### src/rtl/yp_fifo_rd_stream_if.sv
// Signal bundle between the FIFO read port, the read-stream adapter and the
// downstream valid/ready consumer.
interface yp_fifo_rd_stream_if #(
    parameter int DATA_WIDTH = 8,
    parameter int CNT_WIDTH  = 16
);
    logic                  o_fifo_rd_en;
    logic                  i_fifo_empty;
    logic [DATA_WIDTH-1:0] i_fifo_data;
    logic                  i_flush;
    logic                  o_valid;
    logic [DATA_WIDTH-1:0] o_data;
    logic                  i_ready;
    logic [1:0]            o_occupancy;
    logic [CNT_WIDTH-1:0]  o_xfer_cnt;

    // Adapter side
    modport master (
        output o_fifo_rd_en,
        output o_valid,
        output o_data,
        output o_occupancy,
        output o_xfer_cnt,
        input  i_fifo_empty,
        input  i_fifo_data,
        input  i_flush,
        input  i_ready
    );

    // FIFO + consumer side
    modport slave (
        input  o_fifo_rd_en,
        input  o_valid,
        input  o_data,
        input  o_occupancy,
        input  o_xfer_cnt,
        output i_fifo_empty,
        output i_fifo_data,
        output i_flush,
        output i_ready
    );
endinterface

### src/rtl/yp_fifo_rd_stream.sv
// Read-side adapter: turns the FIFO rd_en/empty/registered-data port into a
// valid/ready stream through a 2-entry skid buffer.
module yp_fifo_rd_stream #(
    parameter int DATA_WIDTH = 8,
    parameter int CNT_WIDTH  = 16
) (
    input  logic                 i_clk,
    input  logic                 i_rstn,
    yp_fifo_rd_stream_if.master  bus
);
    localparam int DEPTH = 2;

    logic [1:0]            count_q, count_d;
    logic                  pend_q, pend_d;
    logic [DATA_WIDTH-1:0] buf_q [DEPTH];
    logic [DATA_WIDTH-1:0] buf_d [DEPTH];
    logic [CNT_WIDTH-1:0]  xfer_q, xfer_d;

    logic       pop;
    logic       rd_ok;
    logic       issue;
    logic       land;
    logic [2:0] committed;
    logic [1:0] keep_cnt;

    assign pop = (count_q != 2'd0) & bus.i_ready;

    // Words already owned by the adapter after this cycle's pop; a new read is
    // only allowed while that leaves room for the word it will return.
    assign committed = {1'b0, count_q} + {2'b00, pend_q} - {2'b00, pop};
    assign rd_ok     = ~bus.i_fifo_empty & ~bus.i_flush & (committed < 3'd2);
    assign issue     = rd_ok;

    assign bus.o_fifo_rd_en = i_rstn & rd_ok;

    assign land     = pend_q & ~bus.i_flush;
    assign keep_cnt = count_q - {1'b0, pop};

    generate
        for (genvar gi = 0; gi < DEPTH; gi++) begin : g_entry
            logic [DATA_WIDTH-1:0] shifted;
            if (gi < DEPTH - 1) begin : g_shift
                assign shifted = pop ? buf_q[gi+1] : buf_q[gi];
            end else begin : g_tail
                assign shifted = buf_q[gi];
            end
            // Arriving word lands right behind whatever survives the pop.
            assign buf_d[gi] = (land && (keep_cnt == 2'(gi))) ? bus.i_fifo_data : shifted;
        end
    endgenerate

    always_comb begin
        count_d = count_q;
        pend_d  = 1'b0;
        xfer_d  = xfer_q;
        if (pop) begin
            xfer_d = xfer_q + {{(CNT_WIDTH-1){1'b0}}, 1'b1};
        end
        if (bus.i_flush) begin
            count_d = 2'd0;
            pend_d  = 1'b0;
        end else begin
            count_d = count_q - {1'b0, pop} + {1'b0, pend_q};
            pend_d  = issue;
        end
    end

    always_ff @(posedge i_clk or negedge i_rstn) begin
        if (!i_rstn) begin
            count_q <= 2'd0;
            pend_q  <= 1'b0;
            xfer_q  <= '0;
            for (int i = 0; i < DEPTH; i++) begin
                buf_q[i] <= '0;
            end
        end else begin
            count_q <= count_d;
            pend_q  <= pend_d;
            xfer_q  <= xfer_d;
            for (int i = 0; i < DEPTH; i++) begin
                buf_q[i] <= buf_d[i];
            end
        end
    end

    assign bus.o_valid     = (count_q != 2'd0);
    assign bus.o_data      = buf_q[0];
    assign bus.o_occupancy = count_q;
    assign bus.o_xfer_cnt  = xfer_q;
endmodule

### src/flat_wrapper.sv
// flat-port wrapper written by rule: the top's interface ports become plain ports
module yp_fifo_rd_stream_flat 
#(
    parameter int DATA_WIDTH = 8,
    parameter int CNT_WIDTH  = 16
)
  (i_clk, i_rstn, bus_o_fifo_rd_en, bus_o_valid, bus_o_data, bus_o_occupancy, bus_o_xfer_cnt, bus_i_fifo_empty, bus_i_fifo_data, bus_i_flush, bus_i_ready);
  yp_fifo_rd_stream_if #(.DATA_WIDTH(DATA_WIDTH), .CNT_WIDTH(CNT_WIDTH)) bus_i ();
  input  logic i_clk;
  input  logic i_rstn;
  output wire logic [$bits(bus_i.o_fifo_rd_en)-1:0] bus_o_fifo_rd_en;
  output wire logic [$bits(bus_i.o_valid)-1:0] bus_o_valid;
  output wire logic [$bits(bus_i.o_data)-1:0] bus_o_data;
  output wire logic [$bits(bus_i.o_occupancy)-1:0] bus_o_occupancy;
  output wire logic [$bits(bus_i.o_xfer_cnt)-1:0] bus_o_xfer_cnt;
  input wire logic [$bits(bus_i.i_fifo_empty)-1:0] bus_i_fifo_empty;
  input wire logic [$bits(bus_i.i_fifo_data)-1:0] bus_i_fifo_data;
  input wire logic [$bits(bus_i.i_flush)-1:0] bus_i_flush;
  input wire logic [$bits(bus_i.i_ready)-1:0] bus_i_ready;
  assign bus_o_fifo_rd_en = bus_i.o_fifo_rd_en;
  assign bus_o_valid = bus_i.o_valid;
  assign bus_o_data = bus_i.o_data;
  assign bus_o_occupancy = bus_i.o_occupancy;
  assign bus_o_xfer_cnt = bus_i.o_xfer_cnt;
  assign bus_i.i_fifo_empty = bus_i_fifo_empty;
  assign bus_i.i_fifo_data = bus_i_fifo_data;
  assign bus_i.i_flush = bus_i_flush;
  assign bus_i.i_ready = bus_i_ready;
  yp_fifo_rd_stream #(.DATA_WIDTH(DATA_WIDTH), .CNT_WIDTH(CNT_WIDTH)) u_core (.i_clk(i_clk), .i_rstn(i_rstn), .bus(bus_i));
endmodule
### config.mk
export PLATFORM = sky130hd
export DESIGN_NAME = yp_fifo_rd_stream_flat
export DESIGN_NICKNAME = d
export VERILOG_FILES = /design/src/rtl/yp_fifo_rd_stream_if.sv /design/src/rtl/yp_fifo_rd_stream.sv /design/src/flat_wrapper.sv
export SDC_FILE = /design/constraint.sdc
export NUM_CORES = 1
export LEC_CHECK = 0
export BUFFER_PORTS_ARGS = -buffer_cell sky130_fd_sc_hd__buf_2
export CORE_ASPECT_RATIO = 1.75
export CORE_MARGIN = 10
export CORE_UTILIZATION = 52
export DETAILED_ROUTE_END_ITERATION = 12
export PLACE_DENSITY = 0.87
export SETUP_SLACK_MARGIN = 0.05
export SLEW_MARGIN = 20
export SYNTH_ARGS = -nofsm -noshare
export SYNTH_HDL_FRONTEND = slang
export SYNTH_SLANG_ARGS = --single-unit
### constraint.sdc
create_clock -name i_clk -period 4.6 [get_ports i_clk]
set_input_delay 0.23 -clock i_clk [delete_from_list [all_inputs] [get_ports i_clk]]
set_output_delay 0.23 -clock i_clk [all_outputs]
set_load 0.05 [all_outputs]
### Yosys cells after proc, flatten, opt, wreduce, memory -nomap -nowiden

Index checks and enable logic that the tools add are counted.

| word-level totals | value |
|---|---|
| register bits | 35 |
| input port bits | 13 |
| output and inout port bits | 28 |
| word-level logic and storage cells | 28 |

| operators by class | value |
|---|---|
| add/subtract/negate cells | 5 |
| $lt $le $gt $ge | 1 |
| equality and inequality tests | 1 |
| multiplexer cells | 4 |
| bitwise gates (word level) | 7 |
| reduce and logical (&&, ||, !) cells | 5 |

Operators with widths:

| kind | number |
|---|---|
| 16-bit by 1-bit adder with 16-bit output (second input constant) | 1 |
| 8-bit two-way mux | 2 |
| 1-bit bitwise AND | 5 |
| 2-bit nonzero test | 2 |
| 2-bit by 1-bit adder with 3-bit output | 1 |
| 3-bit by 2-bit less-than comparator with 1-bit output (second input constant) | 1 |
| 3-bit by 1-bit subtractor with 3-bit output | 1 |
| 2-bit by 1-bit adder with 2-bit output | 1 |
| 2-bit by 1-bit equality test with 1-bit output (second input constant) | 1 |
| 1-bit logical AND | 2 |
| 2-bit logical NOT | 1 |
| 2-bit two-way mux | 1 |
| 1-bit inverter | 2 |
| 2-bit by 1-bit subtractor with 2-bit output | 1 |
| 1-bit two-way mux | 1 |

### Logic depth before layout (Yosys ltp)

Gate-level depths: netlist of the first run.

| logic depth | value |
|---|---|
| depth after elaboration | 6 |
| mapped depth | 9 |
| gate-level depth less buffers | 9 |

### Least setup slack after synthesis of the first run

No wires, ideal clock.

| path | value |
|---|---|
| kind | reg-to-output |
| start point | register u_core.count_q[1] (netlist: u_core.bus.o_occupancy[1]) |
| end point | output port bus_o_fifo_rd_en |
| arrival | 2844 ps |
| data required time | 4370 ps |
| setup slack | 1526 ps |
| stages on the path, launching flop included | 10 |
| buffers on the path | 0 |
| cells stage by stage | dfrtp_1 o21ai_2 inv_1 ha_1 inv_1 nand2_1 fa_1 xor2_1 nor4b_1 and2_1 |

| between the ends | value |
|---|---|
| cells in the longest elaborated chain, start to end | 6 |
| elaborated cells on any way between the ends | 7 |
| those cells by class | add/sub (2); order compare (1); bitwise (3); reduce/logical (1) |

Ends and longest elaborated chain:

| what | line | text |
|---|---|---|
| start: declaration | yp_fifo_rd_stream.sv:13 | `logic [1:0] count_q, count_d;` |
| start signal: assignment | yp_fifo_rd_stream.sv:77 | `count_q <= count_d;` |
| 2-bit nonzero test | yp_fifo_rd_stream.sv:26 | `assign pop = (count_q != 2'd0) & bus.i_ready;` |
| 1-bit bitwise AND | yp_fifo_rd_stream.sv:26 |  |
| via u_core.pop | yp_fifo_rd_stream.sv:19 | `logic pop;` |
| 3-bit by 1-bit subtractor with 3-bit output | yp_fifo_rd_stream.sv:30 | `assign committed = {1'b0, count_q} + {2'b00, pend_q} - {2'b00, pop};` |
| 3-bit by 2-bit less-than comparator with 1-bit output | yp_fifo_rd_stream.sv:31 | `assign rd_ok = ~bus.i_fifo_empty & ~bus.i_flush & (committed < 3'd2);` |
| 1-bit bitwise AND | yp_fifo_rd_stream.sv:31 |  |
| 1-bit bitwise AND | yp_fifo_rd_stream.sv:34 | `assign bus.o_fifo_rd_en = i_rstn & rd_ok;` |
| end: declaration | flat_wrapper.sv:11 | `output wire logic [$bits(bus_i.o_fifo_rd_en)-1:0] bus_o_fifo_rd_en;` |

The timed path passes the listed nets, and every way through them passes these cells.

### Worst setup path in the final report of the first run

Same ends and word-level chain as after synthesis.

==> impl_metrics.toml, run 1 <==
[grt]
grt_pass1_wl_um = 5485
antenna_found_initial = 0
grt_usage_pct = 12.89
grt_max_degree = 37
overflow = 0
grt_pass1_vias = 1215

[route]
totalWireLength_um = 3476
drc = 0
via_count = 1125
drt-initial-drc-count = 26
drt_first_pass_iters = 4
ant_nets = 0
wl_per_cell_um = 16.87
drt-vias-per-instance = 5.461

[clock_tree]
holdBufCountCts = 0
cts_buffers = 5
clk_pin_slew_worst_paths_ns = 0.06
clk_latency_ns = 0.28
h-tree-depth = 2
ctsRootBufferMaster = "clkbuf_8"
cts.repair.resized = 0
clock-sinks = 35
clockBufferDepth = 2
cts_setup_buffers = 0
cts_tree = "yes"

[critical_path]
rr_endpoint = "u_core.pend_q"
max_stage_delay_ns = 0.46
arrival_ns = 3.32
critPathKind = "register to primary output"
path_buf_inv = 4
startpoint = "u_core.bus.o_occupancy[1]"
cp-end-kind = "primary output"
rr_worst_depth = 9
critPathMaxFanout = 15
endpoint = "bus_o_fifo_rd_en"
worst_setup_path_start_kind = "register"
required_ns = 4.37
cp.depth = 11
cp_slowest_cell = "dfrtp_1"
reg2reg_from = "u_core.bus.o_occupancy[1]"
regToRegSetupSlack_ns = 1.85
path_delay_family = "buffers and inverters"
path_cells = "o21ai_2 > buf_4 > inv_1 > ha_1 > inv_1 > nand2_1 > fa_1 > xor2_1 > nor4b_1 > and2_1 > buf_2"
cpMostUsedCell = "inv_1"

[synthesis]
syn-num-nets = 149
yosysSeqAreaShare_pct = 54.64
yosys.area.top_type = "dfrtp_1"
ys_types = 24
yosys.area.top_type_share_pct = 54.64
ys_top_cells_by_area = "dfrtp_1, xnor2_1, mux2_2, mux2i_1, nand2_1"
postSynthAreaPerCell_sq_um = 12.24
synth_area_sq_um = 1603
yosysWarnings = 0
syn_inst = 131
yosys_register_bits = 35

[status]
status = "finished clean"

[floorplanning]
io_pins = 41
start_util_pct = 54.74
dieArea_sq_um = 5790
rows = 26
die_x_um = 61.97
core_area_sq_um = 2928
chipHeight_um = 93.44

[timing]
fin_crit_ns = 3.555
worstMarginPinSlew_ns = 0.7633
final_max_slew_viol_count = 0
fin_skew_ns = 0.002929
fmax_mhz = 281.3
final.setup.tns_ns = 0
rsz0062_at_grt = "no"
slew_headroom_pct = 49.11
finalHoldViolCount = 0
setup_violations = 0
finalCritPeriodShare_pct = 77.28

[cells_and_area]
multi_input_area_sq_um = 690.7
final_cell_mix = "buf_2, dfrtp_1, nand2_1, xnor2_1"
nets = 195
drive_above_1_share_pct = 36.52
syn_to_final_growth_pct = 21.86
final_common_cell = "buf_2"
n_fill_cell = 223
diodes = 0
final_cells = 206
regArea_sq_um = 875.8

[power]
power.leakage_nw = 1.055
irDropWorstVdd_v = 0.0004113
power_w = 0.001306
pwr_density_cell_nw_per_um2 = 668.7

[place]
place_congestion = 0.8030
dpl.hpwl_um = 2741
io_buffers = 40
dp_cells = 198

[worst_hold_path]
min_path_type = "input port to async pin"

[run]
cap_violations = 0
## worst min-delay path by stage
stage,to,cells after the start
2_1_floorplan,u_core.bus.o_data[0],0
3_3_place_gp,u_core.bus.o_xfer_cnt[14],1
3_5_place_dp,u_core.bus.o_xfer_cnt[4],1
4_1_cts,u_core.bus.o_xfer_cnt[5],1
5_1_grt,u_core.g_entry[1].shifted[6],1
6_report,u_core.bus.o_xfer_cnt[4],1
## layer usage
layer	track usage, %	vias to the layer above	routed length, um
met5	0	-	0
met4	7.491	0	111
met3	5.420	10	339
met2	22.42	40	1827
met1	11.71	537	1197
li1	-	538	-
## layout make-up
type                            count  area share, %
Clock buffer                        6          4.228
Tap cell                           28          1.794
Inverter                            7          1.345
Multi-Input combinational cell     87          35.36
Timing Repair Buffer               41          10.63
Sequential cell                    35          44.84
Clock inverter                      2          1.794
## cell usage after synthesis (all sizes together)
| library cell | n |
|---|---|
| nand3 | 5 |
| and3 | 3 |
| mux2 | 8 |
| inv | 7 |
| ha | 4 |
| xor2 | 6 |
| fa | 1 |
| dfrtp | 35 |
| nand2 | 14 |
| mux2i | 8 |
| nor2 | 2 |
| and2 | 1 |
| buf | 2 |
| nor4 | 1 |
| and2b | 1 |
| nand4 | 6 |
| or2 | 2 |
| o21ai | 9 |
| xnor2 | 11 |
| nor3 | 2 |
| nor4b | 3 |
## power by group
| part | switching, W | leakage (nW) | internal, W |
|---|---|---|---|
| sequential | 0.0000695 | 0.463 | 0.000395 |
| combinational | 0.000387 | 0.531 | 0.000175 |
| clock | 0.000105 | 0.0612 | 0.000175 |
| total | 0.000561 | 1.05 | 0.000745 |
## metrics by stage
stage	setup WS (ns)	hold WS, ns	area [sq um]	utilization (%)
3_3_place_gp	1.650	0.3267	1836	62.69
5_1_grt	0.8509	0.06949	1953	66.71
2_1_floorplan	1.526	-0.06559	1603	-
6_report	1.045	0.01553	1953	66.71
4_1_cts	1.024	0.03856	1953	66.71
3_5_place_dp	1.342	0.3472	1836	62.69
## logic make-up (layout without fill, tap and decap cells)
family / after synthesis / after routing / share of synthesized area [%]
AOI/OAI and AO/OA: 9 / 9 / 3.045
DFF: 35 / 35 / 54.64
buffers and inverters: 9 / 56 / 2.264
muxes: 16 / 16 / 10.62
adders and majority gates: 5 / 5 / 4.372
xor gates and xnor gates: 17 / 17 / 9.289
and+or+nand+nor: 40 / 40 / 15.77
## registers in the layout, summed over array words and instances, names as in the netlist
signal	cells
u_core.bus.o_xfer_cnt	16
u_core.bus.o_data	8
u_core.g_entry.shifted	8
u_core.bus.o_occupancy	2
u_core.pend_q	1
Power figures use the tool's default switching activity.
==> run 2: changes to the inputs <==
--- a/config.mk
+++ b/config.mk
@@ -5,12 +5,13 @@
 export SDC_FILE = /design/constraint.sdc
 export NUM_CORES = 1
 export LEC_CHECK = 0
+export ABC_AREA = 1
 export BUFFER_PORTS_ARGS = -buffer_cell sky130_fd_sc_hd__buf_2
 export CORE_ASPECT_RATIO = 1.75
 export CORE_MARGIN = 10
-export CORE_UTILIZATION = 52
+export CORE_UTILIZATION = 48
 export DETAILED_ROUTE_END_ITERATION = 12
-export PLACE_DENSITY = 0.87
+export PLACE_DENSITY = 0.83
 export SETUP_SLACK_MARGIN = 0.05
 export SLEW_MARGIN = 20
 export SYNTH_ARGS = -nofsm -noshare
==> constraint.sdc (replaced) <==
create_clock -name i_clk -period 3.2 [get_ports i_clk]
set_input_delay 0.16 -clock i_clk [delete_from_list [all_inputs] [get_ports i_clk]]
set_output_delay 0.16 -clock i_clk [all_outputs]
set_load 0.05 [all_outputs]
==> impl_metrics.toml, run 2 <==
[grt]
overflow = 0
grt_pass1_wl_um = 6410
grt_usage_pct = 12.39
antenna_found_initial = 0
grt_pass1_vias = 1484
grt_max_degree = 37

[floorplanning]
dieArea_sq_um = 6603
core_area_sq_um = 3592
io_pins = 41
start_util_pct = 49.18
rows = 29
chipHeight_um = 100.3
die_x_um = 65.86

[critical_path]
cpMostUsedCell = "inv_1"
cp-end-kind = "primary output"
critPathMaxFanout = 5
arrival_ns = 2.75
path_cells = "nor2_2 > nor2_8 > ha_1 > inv_1 > nand2_1 > fa_1 > inv_1 > nor4_1 > and2_1 > buf_2"
required_ns = 3.04
worst_setup_path_start_kind = "register"
cp_slowest_cell = "fa_1"
max_stage_delay_ns = 0.49
critPathKind = "register to primary output"

[power]
pwr_density_cell_nw_per_um2 = 862.1
irDropWorstVdd_v = 0.0006415
power_w = 0.001839
power.leakage_nw = 1.171

[cells_and_area]
nets = 260
diodes = 0
final_cell_mix = "buf_2, nand2_1, inv_1, dfrtp_1, nand3_1"
final_common_cell = "buf_2"
drive_above_1_share_pct = 26.34
stdcell_area_sq_um = 2133
syn_to_final_growth_pct = 20.75
largest_reg_flops = 16

[place]
place_area_sq_um = 2001
io_buffers = 40
place_congestion = 0.7941
dpl.hpwl_um = 2894

[timing]
finalHoldViolCount = 0
final_max_slew_viol_count = 0
setup_violations = 0
fin_skew_ns = 0.004625
rsz0062_at_grt = "no"
fin_crit_ns = 2.905
holdWs_ns = 0.03832
slew_headroom_pct = 70.26
final.setup.tns_ns = 0
finalCritPeriodShare_pct = 90.79
worstMarginPinSlew_ns = 0.4461
fmax_mhz = 344.2

[clock_tree]
clockBufferDepth = 2
clk_latency_ns = 0.29
ctsRootBufferMaster = "clkbuf_8"
h-tree-depth = 2
cts_buffers = 5
cts_tree = "yes"
clk_pin_slew_worst_paths_ns = 0.06
clock-sinks = 35
cts.repair.resized = 0

[synthesis]
synth_area_sq_um = 1767
synthMostInstantiatedCell = "nand2_1"
synthArstFlopShare_pct = 100.0
synth_flop_cell = "dfrtp_1"
yosys.area.top_type = "dfrtp_1"
syn_inst = 194
syn-num-nets = 212
ys_types = 25
yosys.area.top_type_share_pct = 49.58
yosysWarnings = 0
yosysSeqAreaShare_pct = 49.58
synthTopCellsByCount = "nand2_1, dfrtp_1, inv_1, nand3_1"
postSynthAreaPerCell_sq_um = 9.107
synth_edf_count = 0
yosys_register_bits = 35
ys_top_cells_by_area = "dfrtp_1, nand2_1, inv_1, nand3_1, xor2_1"

[route]
wl_per_cell_um = 13.24
wl_met3_um = 265
drt-met1-wl_um = 1364
dr.max_layer_used = "met4"
drc = 0
via_count = 1414
totalWireLength_um = 3825
ant_nets = 0
met2WireLength_um = 2075
drt-initial-drc-count = 48
drt_first_pass_iters = 4
drt-vias-per-instance = 4.893

[worst_hold_path]
min_path_type = "input port to register"

[status]
status = "finished clean"

[run]
cap_violations = 0
run 2: cell count changes after synthesis, moves of 3 or more:
cell / delta
nand3_2: +4
nor2_1: +5
nand2_1: +23
nand4_1: -5
and3_1: -3
mux2i_1: -8
mux2_2: -8
o211ai_1: +7
nand3_1: +19
nor2_2: +4
xnor2_1: -6
inv_1: +28
run 2: per-stage QoR:
step | setup WS, ns | util, % | cells
3_3_place_gp | 0.5617 | 55.69 | 277
5_1_grt | 0.1283 | 59.39 | 289
6_report | 0.2949 | 59.39 | 289
4_1_cts | 0.1841 | 58.76 | 286
3_5_place_dp | 0.5025 | 55.69 | 277
2_1_floorplan | 0.2315 | - | 194
run 2: area by class of cell:
cell class / instances / area [sq um]
clock buffers: 8 / 100.1
fillers: 334 / 1459
flip-flops and latches: 35 / 875.8
well taps: 46 / 57.56
repair buffers: 45 / 240.2
multi-input cells: 119 / 724.4
inverters: 36 / 135.1
run 2: kinds of logic (layout without fill, tap and decap cells):
group	after synthesis	count (layout)	share of synthesized area (%)
flip-flops	35	35	49.58
buffers and inverters	40	89	9.419
AND/OR/NAND/NOR	85	85	24.65
XOR/XNOR	13	13	6.445
AO/OA/AOI/OAI	16	16	5.949
adder cells (fa/ha/maj)	5	5	3.966
run 2: worst paths after layout:
| path | startpoint | slack, ns | cells after the start | end |
|---|---|---|---|---|
| setup / recovery | u_core.bus.o_occupancy[1] | 0.29 | 10 | bus_o_fifo_rd_en |
| hold / removal | bus_i_fifo_empty | 0.04 | 2 | u_core.pend_q |
| setup reg to reg | u_core.bus.o_occupancy[1] | 1.02 | 9 | u_core.bus.o_data[5] |
| hold reg to reg | u_core.g_entry[1].shifted[7] | 0.49 | 2 | u_core.g_entry[1].shifted[7] |
| max in group asynchronous | i_rstn | 2.45 | 3 | u_core.bus.o_data[7] |
| min in group asynchronous | i_rstn | 0.44 | 3 | u_core.bus.o_xfer_cnt[7] |
run 2: critical path, delay by kind of cell, from the launching register on:
kind                     cells  cell delay (ns)
flip-flops                   1             0.44
AND/OR/NAND/NOR              5             0.83
adder cells (fa/ha/maj)      2             0.79
buffers and inverters        3             0.41
run 2: power by group:
part	total [W]	internal, W	switching, W
clock network	0.000349	0.000196	0.000153
logic	0.000814	0.000233	0.000581
registers	0.000676	0.000575	0.000101
run 2: per-layer routing:
layer	up-vias	global-route usage, %
met5	-	0
met4	0	7.119
met3	7	5.017
met2	33	22.12
met1	671	11.24
li1	703	-
run 2: timing repair:
item	in CTS	in global routing
endpoints found under the hold margin	35	0
buffers inserted	0	3
hold buffers	1	0
endpoints found under the setup margin	0	1
==> run 3: changes to the inputs <==
--- a/config.mk
+++ b/config.mk
@@ -5,11 +5,10 @@
 export SDC_FILE = /design/constraint.sdc
 export NUM_CORES = 1
 export LEC_CHECK = 0
-export ABC_AREA = 1
 export BUFFER_PORTS_ARGS = -buffer_cell sky130_fd_sc_hd__buf_2
 export CORE_ASPECT_RATIO = 1.75
 export CORE_MARGIN = 10
-export CORE_UTILIZATION = 48
+export CORE_UTILIZATION = 47
 export DETAILED_ROUTE_END_ITERATION = 12
 export PLACE_DENSITY = 0.83
 export SETUP_SLACK_MARGIN = 0.05
==> impl_metrics.toml, run 3 (synthesized netlist as in run 1, its figures left out) <==
[power]
p_switching_w = 0.0007967
power_frac_clock_pct = 18.9
pwr-share-comb_pct = 44.2
pwr_density_cell_nw_per_um2 = 921.6
power.leakage_nw = 1.049
irDropWorstVdd_v = 0.0005043
p_int_w = 0.001018
p_seq_share_pct = 36.9
swShare_pct = 43.89

[timing]
rsz0062_at_grt = "no"
holdWs_ns = 0.05346
fin_skew_ns = 0.003398
final.setup.tns_ns = 0
final_max_slew_viol_count = 0
slew_headroom_pct = 48.59
finalHoldViolCount = 0
finalWorstSetupSlack_ns = 0.2113
finalCritPeriodShare_pct = 93.40
worstMarginPinSlew_ns = 0.7711
setup_violations = 0
fin_crit_ns = 2.989
fmax_mhz = 334.6

[place]
dpl.hpwl_um = 2637
place_congestion = 0.7331
dpl_worst_slack_ns = 0.4721
io_buffers = 40

[clock_tree]
cts_setup_buffers = 0
clockBufferDepth = 2
clk_pin_slew_worst_paths_ns = 0.07
h-tree-depth = 2
cts_tree = "yes"
clk_latency_ns = 0.29
cts_buffers = 5
ctsRootBufferMaster = "clkbuf_8"
clock-sinks = 35

[floorplanning]
start_util_pct = 48.16
io_pins = 41
dieArea_sq_um = 6238
core_area_sq_um = 3328
chipHeight_um = 97.25
die_x_um = 64.15
rows = 28

[route]
totalWireLength_um = 3418
wl_per_cell_um = 15.26
ant_nets = 0
drc = 0
via_count = 1125
drt-initial-drc-count = 41
drt_first_pass_iters = 4
drt-vias-per-instance = 5.022

[cells_and_area]
multi_input_area_sq_um = 690.7
syn_to_final_growth_pct = 22.87
diodes = 0
n_fill_cell = 281
final_common_cell = "buf_2"
drive_above_1_share_pct = 35.75
regArea_sq_um = 875.8
nets = 196
final_cell_mix = "buf_2, dfrtp_1, nand2_1, xnor2_1"
largest_reg_flops = 16

[grt]
grt_max_degree = 37
grt_pass1_wl_um = 5637
antenna_found_initial = 0
grt_usage_pct = 11.51
grt_pass1_vias = 1178
overflow = 0

[status]
status = "finished clean"

[critical_path]
regToRegSetupSlack_ns = 0.84
worst_setup_path_start_kind = "register"
required_ns = 3.04
startpoint = "u_core.bus.o_occupancy[1]"
arrival_ns = 2.83
critPathKind = "register to primary output"
rr_endpoint = "u_core.g_entry[1].shifted[6]"
rr_worst_depth = 7
critPathMaxFanout = 6
cp-end-kind = "primary output"
reg2reg_from = "u_core.bus.o_occupancy[1]"

[worst_hold_path]
min_path_type = "input port to register"
holdPathEnd = "u_core.pend_q"
min_from = "bus_i_fifo_empty"
whs_path_depth = 2

[run]
cap_violations = 0
-- run 3: cell count changes in the layout (fill, tap and decap cells not counted), sizes merged, moves of 2 or more --
| cell | delta |
|---|---|
| inv | -29 |
| nand2 | -23 |
| nand3 | -23 |
| nor2 | -11 |
| mux2 | +8 |
| mux2i | +8 |
| o211ai | -8 |
| xnor2 | +6 |
| nand4 | +5 |
| buf | -4 |
| and3 | +3 |
| nor4b | +3 |
| or2 | +2 |
| xor2 | -2 |
-- run 3: cell type report --
cell class                      count  share of cell area (%)
Clock buffer                        8                   5.083
Timing Repair Buffer               42                   11.18
Sequential cell                    35                   44.47
Inverter                            7                   1.334
Multi-Input combinational cell     87                   35.07
Tap cell                           45                   2.859
-- run 3: timing repair --
action / CTS / global route
hold buffers: 1 / 0
endpoints found under the setup margin: 0 / 1
gates resized for setup: 0 / 1
hold endpoints to repair: 35 / 0
-- run 3: worst max-delay path, stage by stage, from the launching register on --
cell and delay [ns]:
dfrtp_1 0.46, o21ai_2 0.16, inv_1 0.10, ha_1 0.33
inv_1 0.15, nand2_1 0.09, fa_1 0.38, xor2_1 0.15
nor4b_1 0.31, and2_1 0.17, clkbuf_4 0.23
-- run 3: worst max path at each step --
stage                       endpoint  slack, ns  depth (start not counted)
floorplan           bus_o_fifo_rd_en       0.20                          9
global placement    bus_o_fifo_rd_en       0.60                         10
detailed placement  bus_o_fifo_rd_en       0.47                         10
CTS                 bus_o_fifo_rd_en       0.15                         10
global route        bus_o_fifo_rd_en       0.06                         10
finish              bus_o_fifo_rd_en       0.21                         10
-- run 3: stage by stage --
step / area [sq um] / instances / util, % / power, W
final: 1969 / 224 / 59.17 / 0.001815
after global placement: 1857 / 215 / 55.79 / 0.001448
after floorplan: 1603 / 131 / - / 0.001284
after CTS: 1967 / 224 / 59.10 / 0.001841
after detailed placement: 1857 / 215 / 55.79 / 0.001491
after global routing: 1969 / 224 / 59.17 / 0.001927
-- run 3: power by group through the flow --
stage | clock, W | sequential, W | combinational, W
global route | 0.000375 | 0.000690 | 0.000863
finish | 0.000343 | 0.000669 | 0.000803
floorplan | 0 | 0.000931 | 0.000353
detailed placement | 0 | 0.000678 | 0.000813
CTS | 0.000355 | 0.000669 | 0.000816
global placement | 0 | 0.000666 | 0.000782
-- run 3: layer usage --
metal  GRT usage, %  routed length [um]  vias to the layer above
met5              0                   0                        -
met4          6.457                 102                        0
met3          6.005                 281                        8
met2          20.02                1846                       35
met1          10.17                1186                      539
li1               -                   -                      543
